$ cat src/rtl/atm_pkg.sv
// rtl/atm_pkg.sv - shared ATM types and constants for the vault arbiter and terminal FSMs
package atm_pkg;

  typedef enum logic [1:0] {
    ST_IDLE     = 2'd0,
    ST_CHECK    = 2'd1,
    ST_DISPENSE = 2'd2,
    ST_DONE     = 2'd3
  } atm_state_t;

  localparam int          AMT_W_DEF      = 16;
  localparam logic [15:0] VAULT_INIT_DEF = 16'd10000;

  // Terminal-side constants kept here so every terminal FSM agrees on them.
  localparam logic [15:0] PIN_CODE   = 16'd1234;
  localparam logic [15:0] AMOUNT_MAX = 16'd5000;

endpackage

$ cat src/rtl/rr_arbiter.sv
// rtl/rr_arbiter.sv - combinational round-robin picker, search starts just after last
module rr_arbiter #(
  parameter int N_REQ = 4,
  parameter int IDX_W = 2
) (
  input  logic [N_REQ-1:0] req,
  input  logic [IDX_W-1:0] last,
  output logic [N_REQ-1:0] win,
  output logic [IDX_W-1:0] win_idx,
  output logic             win_valid
);

  // Offset N_REQ wraps back to last itself, so a lone requester can win again.
  always_comb begin
    win       = '0;
    win_idx   = '0;
    win_valid = 1'b0;
    for (int off = 1; off <= N_REQ; off++) begin
      if (!win_valid && req[(int'(last) + off) % N_REQ]) begin
        win_valid                          = 1'b1;
        win_idx                            = IDX_W'((int'(last) + off) % N_REQ);
        win[(int'(last) + off) % N_REQ]    = 1'b1;
      end
    end
  end

endmodule

$ cat src/rtl/atm_vault_arbiter.sv
// rtl/atm_vault_arbiter.sv - shares one cash vault between N_REQ terminals; ATM_TXN_COUNT_EN adds txn/reject counters
module atm_vault_arbiter
  import atm_pkg::*;
#(
  parameter int               N_REQ       = 4,
  parameter int               AMT_W       = AMT_W_DEF,
  parameter logic [AMT_W-1:0] VAULT_INIT  = AMT_W'(VAULT_INIT_DEF),
  parameter int               DISP_CYCLES = 4
) (
  input  logic                     clock,
  input  logic                     reset,
  input  logic [N_REQ-1:0]         req,
  input  logic [N_REQ*AMT_W-1:0]   amount,
  input  logic                     refill,
  input  logic [AMT_W-1:0]         refill_amount,
  output logic [N_REQ-1:0]         grant,
  output logic [$clog2(N_REQ)-1:0] grant_id,
  output logic                     busy,
  output logic                     dispense,
  output logic                     done,
  output logic                     approved,
  output logic [AMT_W-1:0]         vault_balance
`ifdef ATM_TXN_COUNT_EN
  ,
  output logic [15:0]              txn_count,
  output logic [15:0]              reject_count
`endif
);

  localparam int IDX_W = $clog2(N_REQ);
  localparam int CNT_W = $clog2(DISP_CYCLES + 1);

  atm_state_t       state, state_n;
  logic [N_REQ-1:0] grant_q, grant_n;
  logic [IDX_W-1:0] id_q, id_n;
  logic [IDX_W-1:0] last_q, last_n;
  logic [AMT_W-1:0] amt_q, amt_n;
  logic             appr_q, appr_n;
  logic [CNT_W-1:0] cnt_q, cnt_n;
  logic [AMT_W-1:0] bal_q, bal_n;
  logic [AMT_W-1:0] debit;
  logic [AMT_W:0]   bal_sum;

  logic [N_REQ-1:0] win;
  logic [IDX_W-1:0] win_idx;
  logic             win_valid;

  rr_arbiter #(
    .N_REQ (N_REQ),
    .IDX_W (IDX_W)
  ) u_rr_arbiter (
    .req       (req),
    .last      (last_q),
    .win       (win),
    .win_idx   (win_idx),
    .win_valid (win_valid)
  );

  always_ff @(posedge clock) begin
    if (!reset) begin
      state   <= ST_IDLE;
      grant_q <= '0;
      id_q    <= '0;
      last_q  <= IDX_W'(N_REQ - 1);
      amt_q   <= '0;
      appr_q  <= 1'b0;
      cnt_q   <= '0;
      bal_q   <= VAULT_INIT;
    end else begin
      state   <= state_n;
      grant_q <= grant_n;
      id_q    <= id_n;
      last_q  <= last_n;
      amt_q   <= amt_n;
      appr_q  <= appr_n;
      cnt_q   <= cnt_n;
      bal_q   <= bal_n;
    end
  end

  always_comb begin
    state_n = state;
    grant_n = grant_q;
    id_n    = id_q;
    last_n  = last_q;
    amt_n   = amt_q;
    appr_n  = appr_q;
    cnt_n   = cnt_q;
    debit   = '0;
    case (state)
      ST_IDLE: begin
        grant_n = '0;
        appr_n  = 1'b0;
        if (win_valid) begin
          grant_n = win;
          id_n    = win_idx;
          amt_n   = amount[int'(win_idx)*AMT_W +: AMT_W];
          state_n = ST_CHECK;
        end
      end
      ST_CHECK: begin
        // Compares against the registered balance, so a same-cycle refill is not counted.
        if (amt_q == '0 || amt_q > bal_q) begin
          appr_n  = 1'b0;
          state_n = ST_DONE;
        end else begin
          cnt_n   = CNT_W'(DISP_CYCLES);
          state_n = ST_DISPENSE;
        end
      end
      ST_DISPENSE: begin
        cnt_n = cnt_q - CNT_W'(1);
        if (cnt_q == CNT_W'(1)) begin
          debit   = amt_q;
          appr_n  = 1'b1;
          state_n = ST_DONE;
        end
      end
      ST_DONE: begin
        last_n  = id_q;
        grant_n = '0;
        appr_n  = 1'b0;
        state_n = ST_IDLE;
      end
      default: state_n = ST_IDLE;
    endcase
  end

  // One extra bit holds the carry; debit never exceeds the balance.
  always_comb begin
    bal_sum = {1'b0, bal_q} - {1'b0, debit}
            + (refill ? {1'b0, refill_amount} : {(AMT_W+1){1'b0}});
    bal_n   = bal_sum[AMT_W] ? {AMT_W{1'b1}} : bal_sum[AMT_W-1:0];
  end

  assign grant         = grant_q;
  assign grant_id      = id_q;
  assign busy          = (state != ST_IDLE);
  assign dispense      = (state == ST_DISPENSE);
  assign done          = (state == ST_DONE);
  assign approved      = appr_q;
  assign vault_balance = bal_q;

`ifdef ATM_TXN_COUNT_EN
  always_ff @(posedge clock) begin
    if (!reset) begin
      txn_count    <= '0;
      reject_count <= '0;
    end else if (state == ST_DONE) begin
      if (appr_q) txn_count    <= txn_count + 16'd1;
      else        reject_count <= reject_count + 16'd1;
    end
  end
`endif

endmodule
$ cat config.mk
export PLATFORM = sky130hd
export DESIGN_NAME = atm_vault_arbiter
export DESIGN_NICKNAME = d
export VERILOG_FILES = /design/src/rtl/atm_pkg.sv /design/src/rtl/rr_arbiter.sv /design/src/rtl/atm_vault_arbiter.sv
export SDC_FILE = /design/constraint.sdc
export NUM_CORES = 1
export LEC_CHECK = 0
export ABC_AREA = 0
export CAP_MARGIN = 20
export CORE_ASPECT_RATIO = 0.8
export CORE_MARGIN = 5
export CORE_UTILIZATION = 29
export DETAILED_ROUTE_END_ITERATION = 8
export REMOVE_ABC_BUFFERS = 1
export SETUP_SLACK_MARGIN = 0.1
export SLEW_MARGIN = 30
export SYNTH_ARGS = -nofsm -noshare
export SYNTH_HDL_FRONTEND = slang
export SYNTH_SLANG_ARGS = --single-unit
$ cat constraint.sdc
create_clock -name clock -period 6.75 [get_ports clock]
set_input_delay 1.0125 -clock clock [delete_from_list [all_inputs] [get_ports clock]]
set_output_delay 1.0125 -clock clock [all_outputs]
set_load 0.05 [all_outputs]
# --- Yosys cells after proc, flatten, opt, wreduce, memory -nomap -nowiden ---
# Index checks and enable logic that the tools add are counted.
totals:
  ff_bits: 46
  inputBits: 87
  out_inout_bits: 26
  word_cells: 115
classes:
  n_addsub: 7
  n_lt_le_gt_ge: 9
  eq_ne: 8
  shift: 1
  muxes: 47
  n_bitwise: 8
  reduce_logical: 26
op_table:
  columns: ["cell", "count"]
  rows:
  - ["$mux 16", 4]
  - ["$shiftx 64x7->16", 1]
  - ["$mux 4", 5]
  - ["$mux 1", 19]
  - ["$add 17x16->17", 1]
  - ["$sub 16x16->17", 1]
  - ["$gt 16x16->1", 1]
  - ["$logic_not 16->1", 1]
  - ["$lt 3x4->1 const B", 4]
  - ["$ge 3x1->1 const B", 4]
  - ["$mux 2", 6]
  - ["$or 4x4->4", 3]
  - ["$reduce_or 2->1", 6]
  - ["$bmux 1 s2", 4]
  - ["$demux 1 s2", 4]
  - ["$pmux 2 s4", 1]
  - ["$pmux 4 s2", 1]
  - ["$reduce_and 2->1", 4]
  - ["$logic_and 1x1->1", 7]
  - ["$pmux 3 s2", 1]
  - ["$reduce_bool 2->1", 3]
  - ["$add 2x1->2 const B", 2]
  - ["$add 2x2->2 const B", 2]
  - ["$and 1x1->1 const A", 4]
  - ["other kinds (12)", 17]

# --- Logic depth before layout (Yosys ltp) ---
depth:
  word_depth: 18
  ltp_mapped: 17
  ltp_nobuf: 15

# --- Hierarchy ---
# Synthesis repeated with hierarchy kept, for this count alone.
unflattened:
  hier_cells: 557
  hier_area_um2: 4638.2
by_module_without_submodules:
  columns: ["mod", "n_inst", "cells_per_inst", "area_per_inst_um2", "seq_area_each_um2"]
  rows:
  - ["atm_vault_arbiter", 1, 471, 4008.8, 920.9]
  - ["rr_arbiter", 1, 86, 629.4, 0.0]

# --- Least setup slack after synthesis ---
# OpenSTA, ideal clock, no wires.
synth_path:
  path_type: "register to register"
  startpoint: "register state[0]"
  endpoint: "register bal_q[12], in the netlist vault_balance[12]"
  setup_ps: 58
  arrival_time_ps: 4138
  required_time_ps: 6692
  slack_ps: 2554
  stages_incl_launch_ff: 18
  path_buffers: 2
  synth_period_minus_slack_ps: 4196
  path_cell_list: "dfxtp_1 > inv_1 > ha_1 > inv_1 > nor2_1 > clkbuf_1 > and2_1 > fa_1 > inv_1 > ha_1 > a21oi_1 > o211ai_1 > a41oi_1 > nor3_1 > or3b_1 > o211ai_2 > buf_2 > o21a_1"
synth_via:
  elab_chain_cells: 5
synth_rtl:
  columns: ["element", "line", "source"]
  rows:
  - ["from (decl)", "atm_vault_arbiter.sv:33", "atm_state_t state, state_n;"]
  - ["from (signal assigned)", "atm_vault_arbiter.sv:70", "state <= state_n;"]
  - ["$eq 2x2->1", null, null]
  - ["named net dispense", "atm_vault_arbiter.sv:19", "output logic dispense,"]
  - ["$mux 16", "atm_vault_arbiter.sv:90", "case (state)"]
  - ["$sub 16x16->17", "atm_vault_arbiter.sv:131", "bal_sum = {1'b0, bal_q} - {1'b0, debit}"]
  - ["$add 17x16->17", "atm_vault_arbiter.sv:132", "+ (refill ? {1'b0, refill_amount} : {(AMT_W+1){1'b0}});"]
  - ["$mux 16", "atm_vault_arbiter.sv:133", "bal_n = bal_sum[AMT_W] ? {AMT_W{1'b1}} : bal_sum[AMT_W-1:0];"]
  - ["to (signal assigned)", "atm_vault_arbiter.sv:77", "bal_q <= bal_n;"]
  - ["to (decl)", "atm_vault_arbiter.sv:40", "logic [AMT_W-1:0] bal_q, bal_n;"]
# The timed path passes the listed nets, and every way through them passes these cells.
# A chain may end at the register's enable or synchronous reset.

# --- Final worst setup path ---
layout_path:
  startpoint: "register state[0]"
  endpoint: "register bal_q[11], in the netlist vault_balance[11]"
layout_via:
  elab_chain_cells: 5
layout_rtl:
  columns: ["element", "line"]
  rows:
  - ["$eq 2x2->1", "atm_vault_arbiter.sv:90"]
  - ["$mux 16", "atm_vault_arbiter.sv:90"]
  - ["$sub 16x16->17", "atm_vault_arbiter.sv:131"]
  - ["$add 17x16->17", "atm_vault_arbiter.sv:132"]
  - ["$mux 16", "atm_vault_arbiter.sv:133"]
# Every way passes these cells.

==> results.ini <==
[run_status]
run_status = finished, final reports clean

[detailed_routing]
initialDrtViolationCount = 258
routed-via-count = 4066
ant_nets = 0
drt-vias-per-instance = 5.06
wirelength_mm = 13.0
drtPass1Iterations = 5
detail_route.drc_violations = 0
drt-wirelength-per-cell_microns = 16.2

[cts]
tritoncts = built
max-clock-path-buffers = 2
clkTransAtPathRegs_ns = 0.06
clk_latency_ns = 0.29
cts-root-buf = sky130_fd_sc_hd__clkbuf_16
tritoncts.num_buffers = 5
htree_num_levels = 2
cts_resized = 0
post_cts.repair.setup_buffers = 0
cts_sinks = 46
hold_buf_cts = 0

[sta]
hold-worst-slack_ns = 0.458
timing.final.crit_share_pct = 71.6
timing.max_slew.rel_slack_pct = 37.0
report.final.slew_viol_count = 0
worst-slew-pin-transition_ns = 0.942
timing.final.crit_period_ns = 4.83
fmaxAchievable_ghz = 0.207
setup_viol = 0
finalWorstSetupSlack_ns = 1.92
timing.setup.tns_ns = 0
clock_skew_ns = 0.00243
timing_hold_violations_final = 0
grt_setup_unrepaired = false

[global_route]
gr-max-usage-layer = met2
grt_antenna_before_repair = 0
globalRoute.totalOverflow = 0
first_global_vias = 4224
grt_util_met2_pct = 24.9
gr-usage-met3_pct = 3.13
grt_start_max_net_pins = 22
grtUsageMet1_pct = 19.2
global_route_wire_length_before_repair_mm = 21.2
grt_usage_pct = 14.9

[cells_and_area]
num_antenna_cells = 0
final_layout_size_suffix_gt1_share_pct = 6.35
finalCoreUtilization_pct = 39.1
layout_area_growth_over_synthesis_pct = 33.1
fin_nets = 764

[floorplanning]
core_region_area_sq_um = 14900
top_level_ports = 113
floorplan.die_area_sq_um = 17600
chipHeight_microns = 120
std_cell_rows = 40
start_util_pct = 29.4
die_width_microns = 147

[critical_path]
crit_path_cell_chain = inv_1 > ha_1 > inv_1 > nor2_1 > and2_1 > fa_1 > inv_1 > ha_1 > a211oi_1 > o211ai_1 > a41oi_1 > or4_1 > o211ai_2 > o41a_1
critPathMostFrequentCell = sky130_fd_sc_hd__inv_1
worst_path_max_delay_cell = sky130_fd_sc_hd__nor2_1
critical_path.top_delay_family = compound AO/OA/AOI/OAI gates
worstPathMaxFanout = 16
worstPathRequired_ns = 6.93
path_buf_inv = 3
critPathLaunchType = flop
arrival_ns = 5.01
setup.worst_path.class = flop to flop
ff2ff_setup_slack_ns = 1.92
cpPeakStageDelay_ns = 0.69
setup.worst_path.end_class = flop

[power]
p_per_area_nw_per_um2 = 434
power.leakage_nw = 2.45
vdd_drop_max_mv = 0.139

[yosys]
synth_warnings = 0
syn-cell-area_sq_um = 4360
synth_ff_type = sky130_fd_sc_hd__dfxtp_1
synth_enable_flop_cells = 0
avgSynthCellArea_sq_um = 8.55
synthCells = 510
yosysUniqueCellTypes = 65
yosys_register_bits = 46
synth_sequential_area_ratio_pct = 21.1
async_reset_ff_share_pct = 0

[placed_design]
portBuffers = 112
gpl.final_weighted_congestion = 0.824
post-dp-hpwl_mm = 10.7
preCtsSetupSlack_ns = 1.77

[min_path]
timing.hold.worst.class = flop to flop

[job]
cap_violations = 0

==> path summary, 6_finish.rpt <==
kind / start / to / depth (start not counted)
worst min register to register: grant[0]$_SDFFE_PN0P_ / grant[0]$_SDFFE_PN0P_ / 2
worst min-delay path: grant[0]$_SDFFE_PN0P_ / grant[0]$_SDFFE_PN0P_ / 2
worst max register to register: state[0]$_SDFFE_PN0P_ / vault_balance[11]$_SDFF_PN0_ / 14
worst max-delay path: state[0]$_SDFFE_PN0P_ / vault_balance[11]$_SDFF_PN0_ / 14
==> Yosys cell counts (3+ instances only) <==
master	instances	share of area (%)
sky130_fd_sc_hd__and4_1	3	0.60
sky130_fd_sc_hd__nand4_1	3	0.43
sky130_fd_sc_hd__a21oi_1	27	3.1
sky130_fd_sc_hd__clkbuf_1	9	0.77
sky130_fd_sc_hd__a211oi_1	6	1.0
sky130_fd_sc_hd__dfxtp_1	46	21
sky130_fd_sc_hd__nor3b_1	3	0.52
sky130_fd_sc_hd__nor3_1	4	0.46
sky130_fd_sc_hd__o21bai_1	5	0.86
sky130_fd_sc_hd__buf_2	6	0.69
sky130_fd_sc_hd__inv_1	59	5.1
sky130_fd_sc_hd__o21a_1	12	2.1
sky130_fd_sc_hd__a32o_1	3	0.69
sky130_fd_sc_hd__o211ai_1	4	0.69
sky130_fd_sc_hd__or3_1	6	0.86
sky130_fd_sc_hd__ha_1	48	14
sky130_fd_sc_hd__nand2b_1	8	1.1
sky130_fd_sc_hd__mux2i_1	14	3.2
sky130_fd_sc_hd__a22oi_1	17	2.9
sky130_fd_sc_hd__and2_1	16	2.3
sky130_fd_sc_hd__o21ai_0	10	1.1
sky130_fd_sc_hd__and3_1	6	0.86
sky130_fd_sc_hd__mux2_1	5	1.3
sky130_fd_sc_hd__or3b_1	3	0.60
sky130_fd_sc_hd__a21o_1	11	1.9
sky130_fd_sc_hd__a222oi_1	4	0.92
sky130_fd_sc_hd__nand2_1	42	3.6
sky130_fd_sc_hd__fa_1	16	7.3
sky130_fd_sc_hd__nor2b_1	4	0.57
sky130_fd_sc_hd__mux2_2	14	3.6
sky130_fd_sc_hd__nor4_1	6	0.86
sky130_fd_sc_hd__nand3_1	4	0.46
sky130_fd_sc_hd__o21ai_1	14	1.6
sky130_fd_sc_hd__nor2_1	19	1.6
sky130_fd_sc_hd__xnor2_1	10	2.0
==> cell families (layout without fill, tap and decap cells) <==
kind of cell               count (synthesis)  count (layout)  share of synthesized area [%]
buffers and inverters                     79             183                           7.48
xor gates and xnor gates                  12              12                           2.41
AOI/OAI and AO/OA                        139             139                           22.3
muxes                                     35              35                           9.15
adders and majority gates                 64              64                           21.1
and+or+nand+nor                          135             135                           16.5
DFF                                       46              46                           21.1
==> where the power goes <==
part | total, mW | switching, mW | internal (mW)
sequential | 0.514 | 0.123 | 0.391
clock | 0.256 | 0.109 | 0.147
combinational | 1.75 | 1.01 | 0.741
total | 2.52 | 1.24 | 1.28
==> placed cells by master, fill, tap and decap left out, types with 3 or more instances in the layout <==
cell,count
sky130_fd_sc_hd__clkdlybuf4s50_1,112
sky130_fd_sc_hd__inv_1,59
sky130_fd_sc_hd__ha_1,48
sky130_fd_sc_hd__dfxtp_1,46
sky130_fd_sc_hd__nand2_1,42
sky130_fd_sc_hd__a21oi_1,27
sky130_fd_sc_hd__nor2_1,17
sky130_fd_sc_hd__a22oi_1,17
sky130_fd_sc_hd__and2_1,16
sky130_fd_sc_hd__fa_1,16
sky130_fd_sc_hd__o21ai_1,14
sky130_fd_sc_hd__mux2i_1,14
sky130_fd_sc_hd__mux2_2,14
sky130_fd_sc_hd__o21a_1,12
sky130_fd_sc_hd__a21o_1,11
sky130_fd_sc_hd__o21ai_0,10
sky130_fd_sc_hd__xnor2_1,10
sky130_fd_sc_hd__nand2b_1,8
sky130_fd_sc_hd__and3_1,6
sky130_fd_sc_hd__a211oi_1,6
sky130_fd_sc_hd__or3_1,6
sky130_fd_sc_hd__nor4_1,6
sky130_fd_sc_hd__o21bai_1,5
sky130_fd_sc_hd__mux2_1,5
sky130_fd_sc_hd__clkbuf_16,5
sky130_fd_sc_hd__nor3_1,4
sky130_fd_sc_hd__o211ai_1,4
sky130_fd_sc_hd__nand3_1,4
sky130_fd_sc_hd__nor2b_1,4
sky130_fd_sc_hd__a222oi_1,4
sky130_fd_sc_hd__or3b_1,3
sky130_fd_sc_hd__nor3b_1,3
sky130_fd_sc_hd__a32o_1,3
sky130_fd_sc_hd__and4_1,3
sky130_fd_sc_hd__nand4_1,3
sky130_fd_sc_hd__buf_4,3
==> tightest hold or removal path, cell delays in order (launching register included) <==
cell and delay, ns:
sky130_fd_sc_hd__dfxtp_1 0.31, sky130_fd_sc_hd__nand2_1 0.05, sky130_fd_sc_hd__a21oi_1 0.05
==> routing by layer <==
layer / up-vias / part of all wire [%]
li1: 2030 / -
met1: 1876 / 46
met2: 142 / 46
met3: 18 / 6.3
met4: 0 / 2.0
met5: - / 0
==> layout make-up <==
class,count,area (sq um)
clock inverters,2,12.5
multi-input cells,385,3130
inverters,60,225
fillers,1463,9060
flip-flops and latches,46,921
well taps,189,236
clock buffers,6,139
repair buffers,115,1140
==> sequential cells by signal (all words and copies together) (netlist names) <==
name           count
cnt_q              3
grant              4
last_q             2
vault_balance     16
grant_id           2
state              2
approved           1
amt_q             16
==> through the flow <==
step                instance area (sq um)  instances  power (mW)
floorplan                            4260        491        1.75
global placement                     5650        795        2.22
detailed placement                   5650        795        2.26
CTS                                  5810        803        2.53
global route                         5810        803        2.75
finish                               5810        803        2.52
Note: power is estimated with default switching activity, not from simulation.
==> RTL change 1 (same settings) <==
The option `ATM_TXN_COUNT_EN` is turned on by a define.
--- a/src/rtl/atm_vault_arbiter.sv
+++ b/src/rtl/atm_vault_arbiter.sv
@@ -1,3 +1,5 @@
 // rtl/atm_vault_arbiter.sv - shares one cash vault between N_REQ terminals; ATM_TXN_COUNT_EN adds txn/reject counters
+`define ATM_TXN_COUNT_EN
+
 module atm_vault_arbiter
   import atm_pkg::*;
New outputs: reject_count and txn_count. Function: not settled (the Yosys comparison gave no result); the edit may change what the design does.
==> RTL change 1 against the unedited design <==
  * Power is 16% higher
  * Sequential share of layout area is 4.6 points higher
  * Via count is 26% higher
  * Area after synthesis is 30% higher
  * Critical path depth stayed put
  * Maximum frequency is 5.5% higher
  * Sequential cell count is 32 higher
  * Worst setup slack better by 0.25 ns
  * Design area is 32% higher
  * Routed wire length is 21% higher
  * Count of clock-buffer cells in the layout is 3 higher
  * Critical path type unchanged
  * Largest cell class unchanged
  * Largest power group unchanged
==> RTL change 1: results (changes against the unedited design) <==
stage,metric,value,unit,change
grt,pin count of the biggest net entering global routing,37,,+68%
run_status,outcome,completed,,
final_layout,fraction of layout cells with a size suffix above 1,0.0406,,-0.0230
grt,vias in the first global route,4806,,+14%
grt,initial antenna violation count,0,,unchanged
placed_design,GP Congestion,0.869,,+5.3%
placed_design,hpwl dp,12300,um,+15%
sta,final worst clock skew,0.00689,ns,+0.00446 ns
synthesis,synth top area cells,"dfxtp_1 (27%), ha_1 (11%), mux2i_1 (9.0%), fa_1 (5.6%), xor2_1 (5.1%)",,
synthesis,sequential fraction of the synthesis area,0.275,,+0.0635
grt,Tot GR Track Use,0.135,,-0.0139
synthesis,Synth cell types,63,,-3.1%
power_and_ir_drop,"IR drop worst, VDD",0.000183,V,+31%
worst_setup_path,"slowest stage delay, CP",0.59,ns,-0.10 ns
routing,DRT Pass-1 Iters,5,,unchanged
sta,Worst-Margin Slew,0.830,ns,-0.112 ns
routing,Initial DRC Count,285,,+10%
routing,Via density,4.91,,-3.0%
worst_setup_path,CP max-delay cell,nor2_1,,
power_and_ir_drop,P_sw,1370,uW,+10%
clock_tree,H-Tree Depth,3,,+1
clock_tree,clock-pin slew on the worst setup and hold paths,0.07,ns,
clock_tree,Num CTS Buffers,9,,+4
grt,first-pass GRT wire length,24800,um,+17%
final_layout,fin nets,937,,+23%
synthesis,predominant post-synthesis flop cell,dfxtp_1,,
hold_path,hold crit path type,reg -> reg,,
worst_setup_path,crit path max fanout,16,,unchanged
placed_design,PortBufs,144,,+29%
clock_tree,CTS root buf,clkbuf_16,,
worst_setup_path,worst path arrival time,4.84,ns,-0.17 ns
power_and_ir_drop,Pleak,0.00331,uW,+35%
clock_tree,buffer levels on the longest clock path,2,,unchanged
clock_tree,cts repair resizes,0,,unchanged
routing,Post-Route WL,15700,um,+21%
clock_tree,"Setup Fix Bufs, Post-CTS",0,,unchanged
final_layout,n_diodes,0,,unchanged
clock_tree,worst-skew pair later-pin latency,0.34,ns,+0.05 ns
worst_setup_path,"delay-heaviest family, CP",compound AO/OA/AOI/OAI gates,,
synthesis,Post-synth top cells,"dfxtp_1 (78), inv_1 (57), mux2i_1 (51), nand2_1 (51)",,
synthesis,YS warnings,0,,unchanged
final_layout,Filler Cell Count,1987,,+36%
synthesis,Async SR Flop Fraction,0,,unchanged
placed_design,placed inst area,0.00735,mm^2,+30%
[RTL change 1: power groups by stage]
stage	registers, uW	logic, uW	clock network (uW)
finish	691	1760	476
CTS	693	1770	495
floorplan	847	1110	0
global route	709	1970	510
detailed placement	702	1760	0
global placement	703	1750	0
[RTL change 1: logic make-up (layout without fill, tap and decap cells)]
kind of cell	count (synthesis)	after routing	synth area share
and+or+nand+nor	205	205	0.181
AOI/OAI and AO/OA	126	126	0.155
buffers and inverters	86	221	0.0658
DFF	78	78	0.275
adders and majority gates	66	66	0.166
muxes	52	52	0.0937
xor gates and xnor gates	41	41	0.0631
[RTL change 1: stage by stage]
step                hold slack (ns)   util  cells  setup slack, ns
floorplan                     0.460      -    626             2.55
global placement              0.472  0.383   1031             2.10
detailed placement            0.486  0.384   1031             2.00
CTS                           0.496  0.399   1047             2.12
global route                  0.518  0.399   1047             1.75
finish                        0.494  0.399   1047             2.17
[RTL change 1: worst paths after layout]
check	start	endpoint	slack, ns	depth (start not counted)
setup / recovery	state[0]	vault_balance[0]	2.17	14
hold / removal	cnt_q[1]	cnt_q[1]	0.49	2
setup reg to reg	state[0]	vault_balance[0]	2.17	14
hold reg to reg	cnt_q[1]	cnt_q[1]	0.49	2
[RTL change 1: routing by layer]
metal,track usage,part of all wire,vias to the layer above,wire length (um)
li1,-,-,2566,-
met1,0.179,0.47,2415,7390
met2,0.217,0.45,147,7150
met3,0.0408,0.064,12,1010
met4,0.0295,0.011,0,172
met5,0,0,-,0
[RTL change 1: area by class of cell]
type / instances / area share
Clock buffer: 9 / 0.0295
Multi-Input combinational cell: 490 / 0.495
Inverter: 58 / 0.0285
Timing Repair Buffer: 147 / 0.192
Clock inverter: 7 / 0.00819
Tap cell: 258 / 0.0423
Sequential cell: 78 / 0.204
==> RTL change 2 (config.mk and constraints unchanged) <==
Without the edit above. `DISP_CYCLES`: 4 -> 8.
--- a/src/rtl/atm_vault_arbiter.sv
+++ b/src/rtl/atm_vault_arbiter.sv
@@ -6,5 +6,5 @@
   parameter int               AMT_W       = AMT_W_DEF,
   parameter logic [AMT_W-1:0] VAULT_INIT  = AMT_W'(VAULT_INIT_DEF),
-  parameter int               DISP_CYCLES = 4
+  parameter int               DISP_CYCLES = 8
 ) (
   input  logic                     clock,
Function: not settled (the Yosys comparison gave no result); the edit may change what the design does.
==> RTL change 2 against the unedited design <==
  * Routed wire length rose by 14%
  * Worst setup slack improved by 0.077 ns
  * Clock power rose by 28%
  * Maximum frequency rose by 1.6%
  * Count of clock-buffer cells in the layout fell by 1
  * First-iteration DRC count rose by 3.5%
  * Design area rose by 11%
  * Die area rose by 12%
  * Area after synthesis rose by 13%
  * Sequential cell count rose by 1
  * Combinational power rose by 9.7%
  * Global-route usage rose by 0.13 points
  * Power rose by 8.8%
  * Critical path depth fell by 2
  * Critical path type is now in -> reg
==> RTL change 2: results (changes against the unedited design) <==
stage,metric,value,unit,change
power_and_ir_drop,Sw Ratio,0.502,,+0.00978
worst_setup_path,worst r2r dst,vault_balance[1],,
power_and_ir_drop,P_sw,1380,uW,+11%
hold_path,Hold EP,cnt_q[1],,
synthesis,sequential fraction of the synthesis area,0.190,,-0.0208
hold_path,Hold Crit Start,cnt_q[1],,
synthesis,xor/xnor cell area share of the yosys netlist,0.0266,,+0.00247
sta,Worst-Margin Slew,0.857,ns,-0.0852 ns
final_layout,Filler Cell Count,1729,,+18%
synthesis,cells after synthesis,618,,+21%
worst_setup_path,R2R setup slack,2.02,ns,+0.10 ns
synthesis,compound-cell area share of the yosys netlist,0.247,,+0.0246
synthesis,mux contribution to synthesized area,0.0546,,-0.0368
synthesis,synth top area cells,"dfxtp_1 (19%), ha_1 (12%), fa_1 (6.5%), inv_1 (5.8%), a31oi_1 (3.4%)",,
worst_setup_path,CP startpoint,refill,,
sta,final worst clock skew,0.00857,ns,+0.00614 ns
synthesis,Synth Area in Adders,0.186,,-0.0249
routing,M1 WL,7430,um,+25%
run_status,outcome,completed,,
grt,M1 GR Usage,0.225,,+0.0329
worst_setup_path,end point of the critical path,vault_balance[1],,
placed_design,hpwl dp,11400,um,+6.5%
worst_setup_path,"slowest stage delay, CP",0.88,ns,+0.19 ns
power_and_ir_drop,Seq group,499,uW,-3%
placed_design,GP Congestion,0.864,,+4.8%
power_and_ir_drop,Pleak,0.00274,uW,+12%
grt,first-pass GRT wire length,24600,um,+16%
routing,drt wl/cell,16.0,um,-1.3%
worst_setup_path,CP max-delay cell,clkdlybuf4s50_1,,
grt,Tot GR Track Use,0.150,,+0.00133
grt,GR Util met3,0.0306,,-0.000689
[RTL change 2: through the flow]
stage | util | instance area, um^2
4_1_cts | 0.387 | 6440
6_report | 0.387 | 6440
2_1_floorplan | - | 4790
5_1_grt | 0.387 | 6440
3_3_place_gp | 0.375 | 6240
3_5_place_dp | 0.375 | 6250
[RTL change 2: area by class of cell]
cell class              instances  area [um^2]  share of cell area
well taps                     220          275              0.0427
clock inverters                 3         67.6              0.0105
flip-flops and latches         47          942               0.146
clock buffers                   5          125              0.0194
repair buffers                119         1170               0.182
inverters                      76          285              0.0443
multi-input cells             460         3570               0.555
[RTL change 2: cells by family after synthesis]
group	count (synthesis)
AOI/OAI and AO/OA	169
DFF	47
muxes	21
buffers and inverters	111
adders and majority gates	64
and+or+nand+nor	191
xor gates and xnor gates	15
